[src/rtl/tl_tick_ctrl_if.sv]
// Key inputs and timer-control outputs of the tick controller.
// The Fast input exists only when TL_TICK_FAST_EN is defined.
interface tl_tick_ctrl_if;
    logic Key_start;
    logic Key_step;
`ifdef TL_TICK_FAST_EN
    logic Fast;
`endif
    logic en;
    logic tick_1s;
    logic Run_led;

    modport master (
        output Key_start,
        output Key_step,
`ifdef TL_TICK_FAST_EN
        output Fast,
`endif
        input  en,
        input  tick_1s,
        input  Run_led
    );

    modport slave (
        input  Key_start,
        input  Key_step,
`ifdef TL_TICK_FAST_EN
        input  Fast,
`endif
        output en,
        output tick_1s,
        output Run_led
    );
endinterface

[src/rtl/tl_tick_ctrl.sv]
// Run/pause controller and 1 s time base for the traffic-light timer.
// Optional TL_TICK_FAST_EN adds a Fast input that shortens the tick period.
module tl_tick_ctrl #(
    parameter int unsigned TICK_DIV        = 1000,
    parameter int unsigned DEBOUNCE_CYCLES = 20
`ifdef TL_TICK_FAST_EN
    ,
    parameter int unsigned FAST_FACTOR     = 10
`endif
) (
    input logic           Clk,
    input logic           Rst,
    tl_tick_ctrl_if.slave bus
);

    localparam int unsigned CntW = $clog2(TICK_DIV);
    localparam int unsigned DbW  = $clog2(DEBOUNCE_CYCLES + 1);

    localparam logic [CntW-1:0] WrapFull = CntW'(TICK_DIV - 1);
    localparam logic [DbW-1:0]  DbLast   = DbW'(DEBOUNCE_CYCLES - 1);

    typedef enum logic [1:0] {StIdle, StRun, StPause} state_e;

    // Index 0 is Start/Pause, index 1 is Step.
    logic [1:0]     key_raw;
    logic [1:0]     sync1_q, sync2_q;
    logic [1:0]     acc_q, acc_d;
    logic [DbW-1:0] db_cnt_q [2];
    logic [DbW-1:0] db_cnt_d [2];
    logic [1:0]     press;

    state_e          state_q, state_d;
    logic [CntW-1:0] cnt_q, cnt_d;
    logic [CntW-1:0] wrap_val;
    logic            en_q, en_d;
    logic            tick_q, tick_d;
    logic            led_q, led_d;
    logic            start_evt, step_evt, step_pulse, wrap_hit;

    assign key_raw = {bus.Key_step, bus.Key_start};

`ifdef TL_TICK_FAST_EN
    localparam logic [CntW-1:0] WrapFast = CntW'(TICK_DIV / FAST_FACTOR - 1);

    logic fast_s1_q, fast_s2_q;

    always_ff @(posedge Clk) begin
        if (Rst) begin
            fast_s1_q <= 1'b0;
            fast_s2_q <= 1'b0;
        end else begin
            fast_s1_q <= bus.Fast;
            fast_s2_q <= fast_s1_q;
        end
    end

    assign wrap_val = fast_s2_q ? WrapFast : WrapFull;
`else
    assign wrap_val = WrapFull;
`endif

    // The press event fires on the same edge the accepted level rises.
    always_comb begin
        for (int k = 0; k < 2; k++) begin
            acc_d[k]    = acc_q[k];
            db_cnt_d[k] = '0;
            press[k]    = 1'b0;
            if (sync2_q[k] != acc_q[k]) begin
                if (db_cnt_q[k] == DbLast) begin
                    acc_d[k] = sync2_q[k];
                    press[k] = sync2_q[k];
                end else begin
                    db_cnt_d[k] = db_cnt_q[k] + DbW'(1);
                end
            end
        end
    end

    assign start_evt = press[0];
    assign step_evt  = press[1];

    always_comb begin
        state_d    = state_q;
        step_pulse = 1'b0;
        unique case (state_q)
            StIdle:  if (start_evt) state_d = StRun;
            StRun:   if (start_evt) state_d = StPause;
            StPause: begin
                if (start_evt) begin
                    state_d = StRun;
                end else if (step_evt) begin
                    step_pulse = 1'b1;
                end
            end
            default: state_d = StIdle;
        endcase
    end

    // The prescaler only advances on edges that begin and end in RUN, so the
    // entry edge and the pause edge leave the accumulated phase untouched.
    always_comb begin
        wrap_hit = (cnt_q >= wrap_val);
        cnt_d    = cnt_q;
        tick_d   = step_pulse;
        if (state_d == StIdle) begin
            cnt_d = '0;
        end else if (state_q == StRun && state_d == StRun) begin
            tick_d = wrap_hit;
            cnt_d  = wrap_hit ? '0 : cnt_q + CntW'(1);
        end
        en_d  = (state_d == StRun) | step_pulse;
        led_d = (state_d == StRun);
    end

    always_ff @(posedge Clk) begin
        if (Rst) begin
            sync1_q  <= '0;
            sync2_q  <= '0;
            acc_q    <= '0;
            for (int k = 0; k < 2; k++) begin
                db_cnt_q[k] <= '0;
            end
            state_q  <= StIdle;
            cnt_q    <= '0;
            en_q     <= 1'b0;
            tick_q   <= 1'b0;
            led_q    <= 1'b0;
        end else begin
            sync1_q  <= key_raw;
            sync2_q  <= sync1_q;
            acc_q    <= acc_d;
            for (int k = 0; k < 2; k++) begin
                db_cnt_q[k] <= db_cnt_d[k];
            end
            state_q  <= state_d;
            cnt_q    <= cnt_d;
            en_q     <= en_d;
            tick_q   <= tick_d;
            led_q    <= led_d;
        end
    end

    assign bus.en      = en_q;
    assign bus.tick_1s = tick_q;
    assign bus.Run_led = led_q;

endmodule

[src/flat_wrapper.sv]
// flat-port wrapper written by rule: the top's interface ports become plain ports
module tl_tick_ctrl_flat 
#(
    parameter int unsigned TICK_DIV        = 1000,
    parameter int unsigned DEBOUNCE_CYCLES = 20

)
  (Clk, Rst, bus_Key_start, bus_Key_step, bus_en, bus_tick_1s, bus_Run_led);
  tl_tick_ctrl_if bus_i ();
  input logic Clk;
  input logic Rst;
  input wire logic [$bits(bus_i.Key_start)-1:0] bus_Key_start;
  input wire logic [$bits(bus_i.Key_step)-1:0] bus_Key_step;
  output wire logic [$bits(bus_i.en)-1:0] bus_en;
  output wire logic [$bits(bus_i.tick_1s)-1:0] bus_tick_1s;
  output wire logic [$bits(bus_i.Run_led)-1:0] bus_Run_led;
  assign bus_i.Key_start = bus_Key_start;
  assign bus_i.Key_step = bus_Key_step;
  assign bus_en = bus_i.en;
  assign bus_tick_1s = bus_i.tick_1s;
  assign bus_Run_led = bus_i.Run_led;
  tl_tick_ctrl #(.TICK_DIV(TICK_DIV), .DEBOUNCE_CYCLES(DEBOUNCE_CYCLES)) u_core (.Clk(Clk), .Rst(Rst), .bus(bus_i));
endmodule
[config.mk]
export PLATFORM = sky130hd
export DESIGN_NAME = tl_tick_ctrl_flat
export DESIGN_NICKNAME = d
export VERILOG_FILES = /design/src/rtl/tl_tick_ctrl_if.sv /design/src/rtl/tl_tick_ctrl.sv /design/src/flat_wrapper.sv
export SDC_FILE = /design/constraint.sdc
export NUM_CORES = 1
export LEC_CHECK = 0
export ABC_AREA = 1
export CAP_MARGIN = 20
export CORE_ASPECT_RATIO = 0.8
export CORE_UTILIZATION = 63
export DETAILED_ROUTE_END_ITERATION = 16
export PLACE_DENSITY = 0.89
export SLEW_MARGIN = 10
export SYNTH_ARGS = -nofsm -noshare
export SYNTH_HDL_FRONTEND = slang
export SYNTH_SLANG_ARGS = --single-unit
[constraint.sdc]
create_clock -name Clk -period 4.1 [get_ports Clk]
set_input_delay 0.615 -clock Clk [delete_from_list [all_inputs] [get_ports Clk]]
set_output_delay 0.615 -clock Clk [all_outputs]
set_load 0.02 [all_outputs]
* Word level (Yosys, flattened, before mapping)
Memories as Yosys holds them, arrays and structs flattened.
Cells that the tools add are included.
** Operators by class
- Reductions and logical operators :: 7
- Add/sub/neg operators :: 3
- Bitwise operators :: 3
- $mul :: 0
- Equality and inequality tests :: 7
- Div/mod/pow operators :: 0
- $lt $le $gt $ge :: 1
- Mux-type cells :: 22
- Shift-type cells :: 0
** Operators with widths (count)
- $mux 5 :: 6
- $mux 1 :: 12
- $add 10x1->10 const B :: 1
- $add 5x1->5 const B :: 2
- $eq 5x5->1 const B :: 2
- $ge 10x10->1 const B :: 1
- $mux 10 :: 1
- $eq 2x1->1 const B :: 2
- $logic_not 2->1 :: 2
- $mux 2 :: 2
- $pmux 2 s2 :: 1
- $reduce_and 2->1 :: 2
- $reduce_or 2->1 :: 2
- $or 1x1->1 :: 3
- $eq 2x2->1 const B :: 1
- $ne 1x1->1 :: 2
- $logic_and 1x1->1 :: 1
** Word-level totals
- Memories kept :: 1
- ROM bits :: 0
- Word-level logic and storage cells :: 53
- Bits of input ports :: 4
- Output and inout port bits :: 3
- Register bits :: 21
- Latch bits :: 0
- Memory bits (writable) :: 10
** Memory list
- u_core.db_cnt_q :: depth 2, width 5, rd ports 2, clocked after Yosys merged registers in 0, wr ports 2, RTL line tl_tick_ctrl.sv:28 : logic [DbW-1:0] db_cnt_q [2];

* Depth between registers and ports, before layout
Gate-level depths: netlist (run 1).
An unclocked memory read counts as a cell.
- Word-level depth :: 10
- Gate-level depth with buffers :: 11
- Gate-level depth less buffers :: 10

* Worst setup path before layout (run 1)
No wires, ideal clock.
- Kind :: register to register
- From :: memory u_core.db_cnt_q[0][0] in the netlist's numbering
- To :: register u_core.cnt_q[4]
- Required time :: 3.991 ns
- Setup time :: 0.109 ns
- Clock period less this slack :: 1.310 ns
- Setup slack :: 2.790 ns
- Path buffers :: 1
- Data arrival time :: 1.202 ns
- Cell stages (with the launch flop) :: 12
- Cells stage by stage :: dfxtp_1 -> ha_1 -> inv_2 -> nor2_2 -> nand3_2 -> nand2_4 -> inv_2 -> buf_6 -> nand3_2 -> o21ai_2 -> nand2_1 -> inv_1
** RTL lines
- start, declared :: RTL line tl_tick_ctrl.sv:28
- end signal, assigned :: RTL line tl_tick_ctrl.sv:136 : cnt_q <= cnt_d;
- end, declared :: RTL line tl_tick_ctrl.sv:33 : logic [CntW-1:0] cnt_q, cnt_d;

* Worst setup path in the final report (run 1)
- From :: register u_core.en_q (netlist: u_core.bus.en)
- To :: output bus_en
** RTL lines
- start, declared :: RTL line tl_tick_ctrl.sv:35 : logic en_q, en_d;
- start signal, assigned :: RTL line tl_tick_ctrl.sv:137 : en_q <= en_d;
- end, declared :: RTL line flat_wrapper.sv:14 : output wire logic [$bits(bus_i.en)-1:0] bus_en;
No word-level cell between the ends.

==> impl_metrics.toml, run 1 <==
[synth]
synthTopCellsByArea = "dfxtp_1 (41%), inv_1 (8.4%), nand2_1 (8.4%)"
synth_fp_nets = 205
yosysUniqueCellTypes = 25
ys_seq_area_share_pct = 40.7
ys_ff_latch = 31
syn_area_sq_mm = 0.00153
synth_edf_count = 0
synth_warnings = 0
syn_inst = 198
ys_async_sr_fraction_pct = 0
synth_top_area_cell = "dfxtp_1"
syn_area_per_cell_sq_um = 7.70
yosysTopAreaCellShare_pct = 40.7
ys.flop_type = "dfxtp_1"

[timing]
period_share_pct = 46.3
worst_pin_slew_ns = 0.420
rsz0062_at_grt = "no"
finalSetupViolCount = 0
drv_slew = 0
setup-tns-final_ns = 0
skew_ns = 0.00794
fin_crit_ns = 1.90
hold_viol = 0
slew_headroom_pct = 72.0
maxClockFrequency_mhz = 527

[hold_path]
holdCritStartpoint = "u_core.sync1_q[0]"
worstHoldEndpoint = "u_core.sync2_q[0]"
holdPathStages = 2
hold_class = "reg -> reg"

[clock_network]
clk_pin_slew_ns = 0.10
cts-root-buf = "clkbuf_4"
cts_tree = "yes"
cts_max_path_buffers = 2
clock-sinks = 31
htree_levels = 2
cts_made_buffers = 5
cts_hold_buf = 0
clkLatencyLatePin_ns = 0.33
post_cts_buffers = 0
cts_resized = 0

[grt]
grt_pass1_vias = 1189
grt.overflow.total = 0
antenna_found_initial = 0
track_usage_pct = 25.4
grt_max_degree = 13
grt_pass1_wl_mm = 4.91

[setup_path]
cp_num_buf_inv = 1
startpoint = "u_core.bus.en"
required_ns = 3.48
timing.rr.start = "u_core.cnt_q[0]"
arrival_ns = 1.28
crit_type = "reg -> out"
crit_family = "buffers and inverters"
cp_cell_sequence = "clkdlybuf4s50_1"
r2r_slack_ns = 2.40
worstPathMaxFanout = 1
cp_slowest_cell = "clkdlybuf4s50_1"
critPathCaptureType = "primary output"
setup.worst_path.start_class = "flip-flop"
r2r_cells = 6
timing.rr.end = "u_core.bus.tick_1s"
cpPeakStageDelay_ns = 0.61

[final_layout]
stdcell_area_sq_mm = 0.00168
multi_input_area_sq_um = 728
final_cell_mix = "inv_1 (34), nand2_1 (34), dfxtp_1 (31)"
fillers = 142
diodes = 0
register_area_sq_um = 621
drive_gt1_share_pct = 17.2
syn_to_final_growth_pct = 10.4
fin_nets = 215

[status]
status = "complete, no violations"

[power]
powerDensity_mw_per_mm2 = 364
ir_worst_vdd_mv = 0.337
leakage_nw = 0.732

[place]
io_buffers = 6
dp.final_hpwl_mm = 2.17
place.gp.congestion = 0.845
placedInstanceArea_sq_mm = 0.00158

[route]
dr.pass1.iters = 4
wl_mm = 3.02
met2_length_mm = 1.39
post_drt_wl_per_cell_microns = 12.9
met1_length_mm = 1.41
routed_via_density = 5.35
postRouteAntennaNets = 0
num_vias = 1252
drt-initial-drc-count = 59
route.met3.wl_microns = 196
highest_layer = "met4"
drcViolationCount = 0

[floorplan]
initial_utilization_pct = 68.9
row_count = 15
dieWidth_microns = 57.0
fp.coreArea_sq_mm = 0.00221
die-area_sq_mm = 0.00262
fp.dieH_microns = 46.0
ios = 7

[job]
drv_cap = 0
-- power breakdown --
group,switching (mW),internal [mW],leakage (nW)
Combinational,0.00582,0.00451,0.429
Clock,0.108,0.190,0.0525
Sequential,0.00141,0.303,0.251
-- cell type report --
cell class,count,area share (%)
multi-input cells,126,43.2
flip-flops and latches,31,36.8
inverters,38,8.47
clock inverters,2,3.57
repair buffers,6,3.57
clock buffers,6,2.45
well taps,25,1.86
-- worst max-delay path by stage --
stage / cells past startpoint / slack, ns / to
detailed placement: 6 / 2.19 / u_core.cnt_q[0]
CTS: 1 / 2.20 / bus_en
finish: 1 / 2.20 / bus_en
global route: 1 / 2.17 / bus_en
floorplan: 11 / 2.79 / u_core.cnt_q[4]
global placement: 6 / 2.27 / u_core.cnt_q[2]
-- cell usage after synthesis, drive strengths merged (2+ instances only) --
library cell and number:
a21oi 8, buf 3, dfxtp 31, ha 3, inv 38, nand2 39, nand3 20, nand4 8
nor2 26, o21ai 9, or2 2, xnor2 2, xor2 7
-- cell families (layout without fill, tap and decap cells) --
group / count (synthesis) / after routing / share of synthesized area, %
DFF: 31 / 31 / 40.7
and+or+nand+nor: 95 / 95 / 32.2
AOI/OAI and AO/OA: 19 / 19 / 7.87
xor gates and xnor gates: 9 / 9 / 5.17
buffers and inverters: 41 / 52 / 11.6
adders and majority gates: 3 / 3 / 2.46
-- per-stage QoR --
step           utilization (%)  power (mW)  setup slack, ns  hold slack (ns)  std cells
2_1_floorplan                -       0.317             2.79            0.388        198
3_3_place_gp              71.5       0.321             2.27            0.393        226
3_5_place_dp              71.5       0.322             2.19            0.399        226
4_1_cts                   76.0       0.611             2.20            0.413        234
5_1_grt                   76.0       0.626             2.17            0.420        234
6_report                  76.0       0.613             2.20            0.411        234
-- per-layer routing --
layer  vias to the layer above  global-route usage (%)
li1                        641                       -
met1                       563                    30.5
met2                        42                    42.4
met3                         6                    7.39
met4                         0                    13.2
met5                         -                       0
-- sequential cells by signal, summed over array words and instances (netlist names) --
signal and count:
u_core.bus.en 1, u_core.bus.Run_led 1, u_core.bus.tick_1s 1, u_core.cnt_q 10
u_core.db_cnt_q 10, u_core.sync1_q 2, u_core.state_q 2, u_core.acc_q 2
u_core.sync2_q 2
Power figures use the tool's default switching activity.
==> run 2: changes to the inputs <==
--- a/config.mk
+++ b/config.mk
@@ -8,9 +8,9 @@
 export ABC_AREA = 1
 export CAP_MARGIN = 20
 export CORE_ASPECT_RATIO = 0.8
-export CORE_UTILIZATION = 63
+export CORE_UTILIZATION = 53
 export DETAILED_ROUTE_END_ITERATION = 16
-export PLACE_DENSITY = 0.89
+export PLACE_DENSITY = 0.8
 export SLEW_MARGIN = 10
 export SYNTH_ARGS = -nofsm -noshare
 export SYNTH_HDL_FRONTEND = slang
==> constraint.sdc (replaced) <==
create_clock -name Clk -period 1.7 [get_ports Clk]
set_input_delay 0.255 -clock Clk [delete_from_list [all_inputs] [get_ports Clk]]
set_output_delay 0.255 -clock Clk [all_outputs]
set_load 0.02 [all_outputs]
==> run 2 against run 1 <==
Net effect: sequential share of layout area grew 0.64 points; die area grew 18%; total power grew 84%; routed wire length shrank 17%; sequential power grew 140%; utilization shrank 16 points; via count shrank 8.1%; clock power grew 23%; critical path depth grew 5; clock skew shrank 0.0017 ns; cell area shrank 1.7%; combinational power grew to 2.5 times the previous value.
==> impl_metrics.toml, run 2 (same netlist as run 1, synthesis figures left out) <==
[route]
wl_mm = 2.50
routed_via_density = 4.67
postRouteAntennaNets = 0
post_drt_wl_per_cell_microns = 10.2
dr.pass1.iters = 4
drcViolationCount = 0
drt-initial-drc-count = 47
num_vias = 1150

[setup_path]
startpoint = "u_core.cnt_q[0]"
timing.rr.start = "u_core.cnt_q[0]"
critPathCaptureType = "flip-flop"
required_ns = 1.96
setup.worst_path.start_class = "flip-flop"
timing.rr.end = "u_core.bus.tick_1s"
r2r_slack_ns = 0.12
crit_type = "reg -> reg"
arrival_ns = 1.84
r2r_cells = 6
worstPathMaxFanout = 11

[final_layout]
fillers = 256
fin_nets = 216
diodes = 0
final_cell_mix = "inv_1 (34), nand2_1 (34), dfxtp_1 (31)"
reg.largest.list = "u_core.cnt_q: 10 flops, u_core.db_cnt_q: 10 flops"
syn_to_final_growth_pct = 8.53
drive_gt1_share_pct = 16.8

[timing]
fin_crit_ns = 1.58
period_share_pct = 92.7
hold_viol = 0
maxClockFrequency_mhz = 635
setup-tns-final_ns = 0
slew_headroom_pct = 73.0
skew_ns = 0.00623
finalSetupViolCount = 0
rsz0062_at_grt = "no"
worst_pin_slew_ns = 0.405
drv_slew = 0
fin_hold_ws_ns = 0.407

[clock_network]
clock-sinks = 31
cts_tree = "yes"
cts-root-buf = "clkbuf_4"
cts_made_buffers = 5
post_cts_buffers = 0
cts_max_path_buffers = 2
htree_levels = 2
clkLatencyLatePin_ns = 0.32
clk_pin_slew_ns = 0.09

[grt]
track_usage_pct = 19.3
use_met2_pct = 25.5
grt_pass1_vias = 1023
grt_busiest_layer = "met1"
met1_usage_pct = 27.3
met3_usage_pct = 6.30
grt_max_degree = 13
grt.overflow.total = 0
antenna_found_initial = 0
grt_pass1_wl_mm = 4.27

[floorplan]
ios = 7
fp.coreArea_sq_mm = 0.00274
row_count = 17
die-area_sq_mm = 0.00310
initial_utilization_pct = 55.6
fp.dieH_microns = 50.0
dieWidth_microns = 62.0

[job]
drv_cap = 0

[hold_path]
hold_class = "reg -> reg"
holdCritStartpoint = "u_core.sync1_q[0]"
holdPathStages = 2
worstHoldEndpoint = "u_core.sync2_q[0]"

[status]
status = "complete, no violations"

[power]
powerDensity_mw_per_mm2 = 681
ir_worst_vdd_mv = 0.381
leakage_nw = 0.709

[place]
io_buffers = 6
place.gp.congestion = 0.867
dp.final_hpwl_mm = 1.88
run 2: changes by cell type in the layout (fill, tap and decap cells not counted), sizes merged:
cell | previous run | this run
bufinv | 2 | 0
buf | 0 | 1
run 2: worst max-delay path by stage:
stage | end | slack [ns]
after floorplan | u_core.cnt_q[4] | 0.39
after global placement | u_core.bus.tick_1s | 0.13
after detailed placement | u_core.bus.tick_1s | 0.09
after CTS | u_core.bus.tick_1s | 0.07
after global routing | u_core.bus.tick_1s | 0.03
final | u_core.bus.tick_1s | 0.12
run 2: power by group:
group / internal, mW / switching (mW) / total (mW)
registers: 0.731 / 0.00298 / 0.734
clock network: 0.147 / 0.220 / 0.367
logic: 0.0123 / 0.0139 / 0.0262
total: 0.890 / 0.237 / 1.13
run 2: per-layer routing:
layer / routed length [microns] / part of all wire [%]
met5: 0 / 0
met3: 137 / 5.5
met1: 1350 / 54
met2: 986 / 39
met4: 29 / 1.2
run 2: area by class of cell:
type                       count  area (sq um)  share of cell area, %
sequential                    31           621                   37.5
timing repair buffer           7          67.6                   4.08
tap                           38          47.5                   2.87
multi-input combinational    126           736                   44.4
clock buffer                   6          41.3                   2.49
inverter                      38           143                   8.62
run 2: repair_timing:
item | in CTS | in global routing
hold endpoints to repair | 0 | 0
gates resized for setup | 0 | 1
setup endpoints to repair | 0 | 1
hold buffers | 0 | 0
run 2: worst max-delay path: stages (launching register included):
cell and delay (ns):
dfxtp_1 0.42, ha_1 0.28, nand2_1 0.10, nand3_1 0.15, nand3_4 0.17, or2_1 0.28, a21oi_2 0.11
run 2: metrics by stage:
| step | area (sq um) | setup slack [ns] | total power, mW | cells | utilization [%] |
|---|---|---|---|---|---|
| 2_1_floorplan | 1530 | 0.390 | 0.763 | 198 | - |
| 3_3_place_gp | 1610 | 0.129 | 0.777 | 240 | 58.5 |
| 3_5_place_dp | 1610 | 0.0896 | 0.778 | 240 | 58.5 |
| 4_1_cts | 1650 | 0.0665 | 1.15 | 246 | 60.1 |
| 5_1_grt | 1660 | 0.0256 | 1.18 | 246 | 60.3 |
| 6_report | 1660 | 0.125 | 1.13 | 246 | 60.3 |
==> run 3: changes to the inputs <==
--- a/config.mk
+++ b/config.mk
@@ -8,9 +8,9 @@
 export ABC_AREA = 1
 export CAP_MARGIN = 20
 export CORE_ASPECT_RATIO = 0.8
-export CORE_UTILIZATION = 53
+export CORE_UTILIZATION = 58
 export DETAILED_ROUTE_END_ITERATION = 16
-export PLACE_DENSITY = 0.8
+export PLACE_DENSITY = 0.83
 export SLEW_MARGIN = 10
 export SYNTH_ARGS = -nofsm -noshare
 export SYNTH_HDL_FRONTEND = slang
==> constraint.sdc (replaced) <==
create_clock -name Clk -period 1.64 [get_ports Clk]
set_input_delay 0.246 -clock Clk [delete_from_list [all_inputs] [get_ports Clk]]
set_output_delay 0.246 -clock Clk [all_outputs]
set_load 0.02 [all_outputs]
==> run 3 against run 2 <==
Net effect: sequential power rose by 3.7%; critical path depth stayed put; count of clock-buffer cells in the layout is 1 higher; worst setup slack got worse by 0.030 ns; utilization grew 7.9 points; critical path type unchanged; largest cell class unchanged; largest power group unchanged.
==> impl_metrics.toml, run 3 (same netlist as run 1, synthesis figures left out) <==
[route]
wl_mm = 2.84
routed_via_density = 4.96
post_drt_wl_per_cell_microns = 11.5
highest_layer = "met4"
num_vias = 1229
postRouteAntennaNets = 0
met1_length_mm = 1.26
met2_length_mm = 1.34
dr.pass1.iters = 4
drcViolationCount = 0
route.met3.wl_microns = 222
drt-initial-drc-count = 66

[grt]
antenna_found_initial = 0
track_usage_pct = 22.2
grt_max_degree = 13
grt_pass1_wl_mm = 4.57
grt.overflow.total = 0
grt_pass1_vias = 1058

[final_layout]
diodes = 0
drive_gt1_share_pct = 18.9
reg.largest.list = "u_core.cnt_q: 10 flops, u_core.db_cnt_q: 10 flops"
fin_nets = 218
fillers = 210
syn_to_final_growth_pct = 10.2
final_cell_mix = "inv_1 (34), nand2_1 (34), dfxtp_1 (30)"

[clock_network]
cts-root-buf = "clkbuf_4"
cts_made_buffers = 5
cts_max_path_buffers = 2
htree_levels = 2
cts_tree = "yes"
clk_pin_slew_ns = 0.08
clkLatencyLatePin_ns = 0.32
clock-sinks = 31

[hold_path]
worstHoldEndpoint = "u_core.sync2_q[1]"
holdCritStartpoint = "u_core.sync1_q[1]"
hold_class = "reg -> reg"
holdPathStages = 2

[status]
status = "complete, no violations"

[timing]
hold_viol = 0
drv_slew = 0
worst_pin_slew_ns = 0.488
fin_crit_ns = 1.55
period_share_pct = 94.2
rsz0062_at_grt = "no"
setup-tns-final_ns = 0
slew_headroom_pct = 67.4
maxClockFrequency_mhz = 647
fin_hold_ws_ns = 0.403
finalSetupViolCount = 0
skew_ns = 0.00343

[setup_path]
r2r_slack_ns = 0.09
startpoint = "u_core.cnt_q[0]"
timing.rr.end = "u_core.bus.tick_1s"
r2r_cells = 6
required_ns = 1.90
timing.rr.start = "u_core.cnt_q[0]"
critPathCaptureType = "flip-flop"
setup.worst_path.start_class = "flip-flop"
worstPathMaxFanout = 11
arrival_ns = 1.81
crit_type = "reg -> reg"

[place]
io_buffers = 6
dp.final_hpwl_mm = 2.07
place.gp.congestion = 0.826

[power]
swShare_pct = 21.1
power.switching_mw = 0.251
powerDensity_mw_per_mm2 = 707
internal_power_mw = 0.938
pwr-share-clk_pct = 33.7
leakage_nw = 0.720
p_comb_share_pct = 2.2
seq_power_share_pct = 64.0
ir_worst_vdd_mv = 0.591

[floorplan]
row_count = 16
fp.dieH_microns = 47.9
dieWidth_microns = 59.3
initial_utilization_pct = 61.9
die-area_sq_mm = 0.00284
ios = 7
fp.coreArea_sq_mm = 0.00246

[job]
drv_cap = 0
run 3: changes by cell type in the layout (fill, tap and decap cells not counted):
cell      change
buf_4         +2
clkinv_2      +1
dfxtp_1       -1
dfxtp_2       +1
ha_2          +1
clkbuf_1      +1
ha_1          -1
run 3: layout make-up:
type / instances / area (sq um) / area share (%)
repair buffers: 9 / 82.6 / 4.91
multi-input cells: 126 / 738 / 43.9
flip-flops and latches: 31 / 622 / 37.0
well taps: 36 / 45.0 / 2.68
clock inverters: 1 / 5.00 / 0.298
inverters: 38 / 143 / 8.49
clock buffers: 7 / 45.0 / 2.68
run 3: worst max-delay path, stage by stage (launching register included):
cell	delay, ns
dfxtp_1	0.44
ha_1	0.27
nand2_1	0.09
nand3_1	0.13
nand3_4	0.16
or2_1	0.28
a21oi_2	0.11
run 3: worst max path at each step:
stage                              end  slack [ns]  cells after the start
finish              u_core.bus.tick_1s        0.09                      6
global route        u_core.bus.tick_1s       0.009                      6
CTS                 u_core.bus.tick_1s        0.05                      6
detailed placement  u_core.bus.tick_1s        0.09                      6
global placement    u_core.bus.tick_1s        0.09                      6
floorplan              u_core.cnt_q[4]        0.33                     11
run 3: power by group through the flow:
stage	logic [mW]	clock network, mW	registers [mW]
after CTS	0.0264	0.418	0.761
after global routing	0.0309	0.450	0.762
after detailed placement	0.0263	0	0.779
final	0.0264	0.401	0.761
after global placement	0.0257	0	0.779
after floorplan	0.0130	0	0.778
run 3: stage by stage:
stage	std cells	setup slack, ns	cell area (sq um)	util [%]	power [mW]
detailed placement	238	0.0856	1600	65.1	0.805
global route	248	0.00921	1680	68.2	1.24
finish	248	0.0945	1680	68.2	1.19
global placement	238	0.0950	1600	65.1	0.804
CTS	246	0.0479	1650	67.2	1.21
floorplan	198	0.330	1530	-	0.791
run 3: routing by layer:
layer | track usage (%) | up-vias
li1 | - | 644
met1 | 27.9 | 531
met2 | 35.3 | 50
met3 | 9.19 | 4
met4 | 6.67 | 0
met5 | 0 | -
run 3: what timing repair did:
item,in CTS,in global routing
buffers inserted,0,2
gates resized for setup,0,3
hold buffers,0,0
hold endpoints to repair,0,0
setup endpoints to repair,0,11
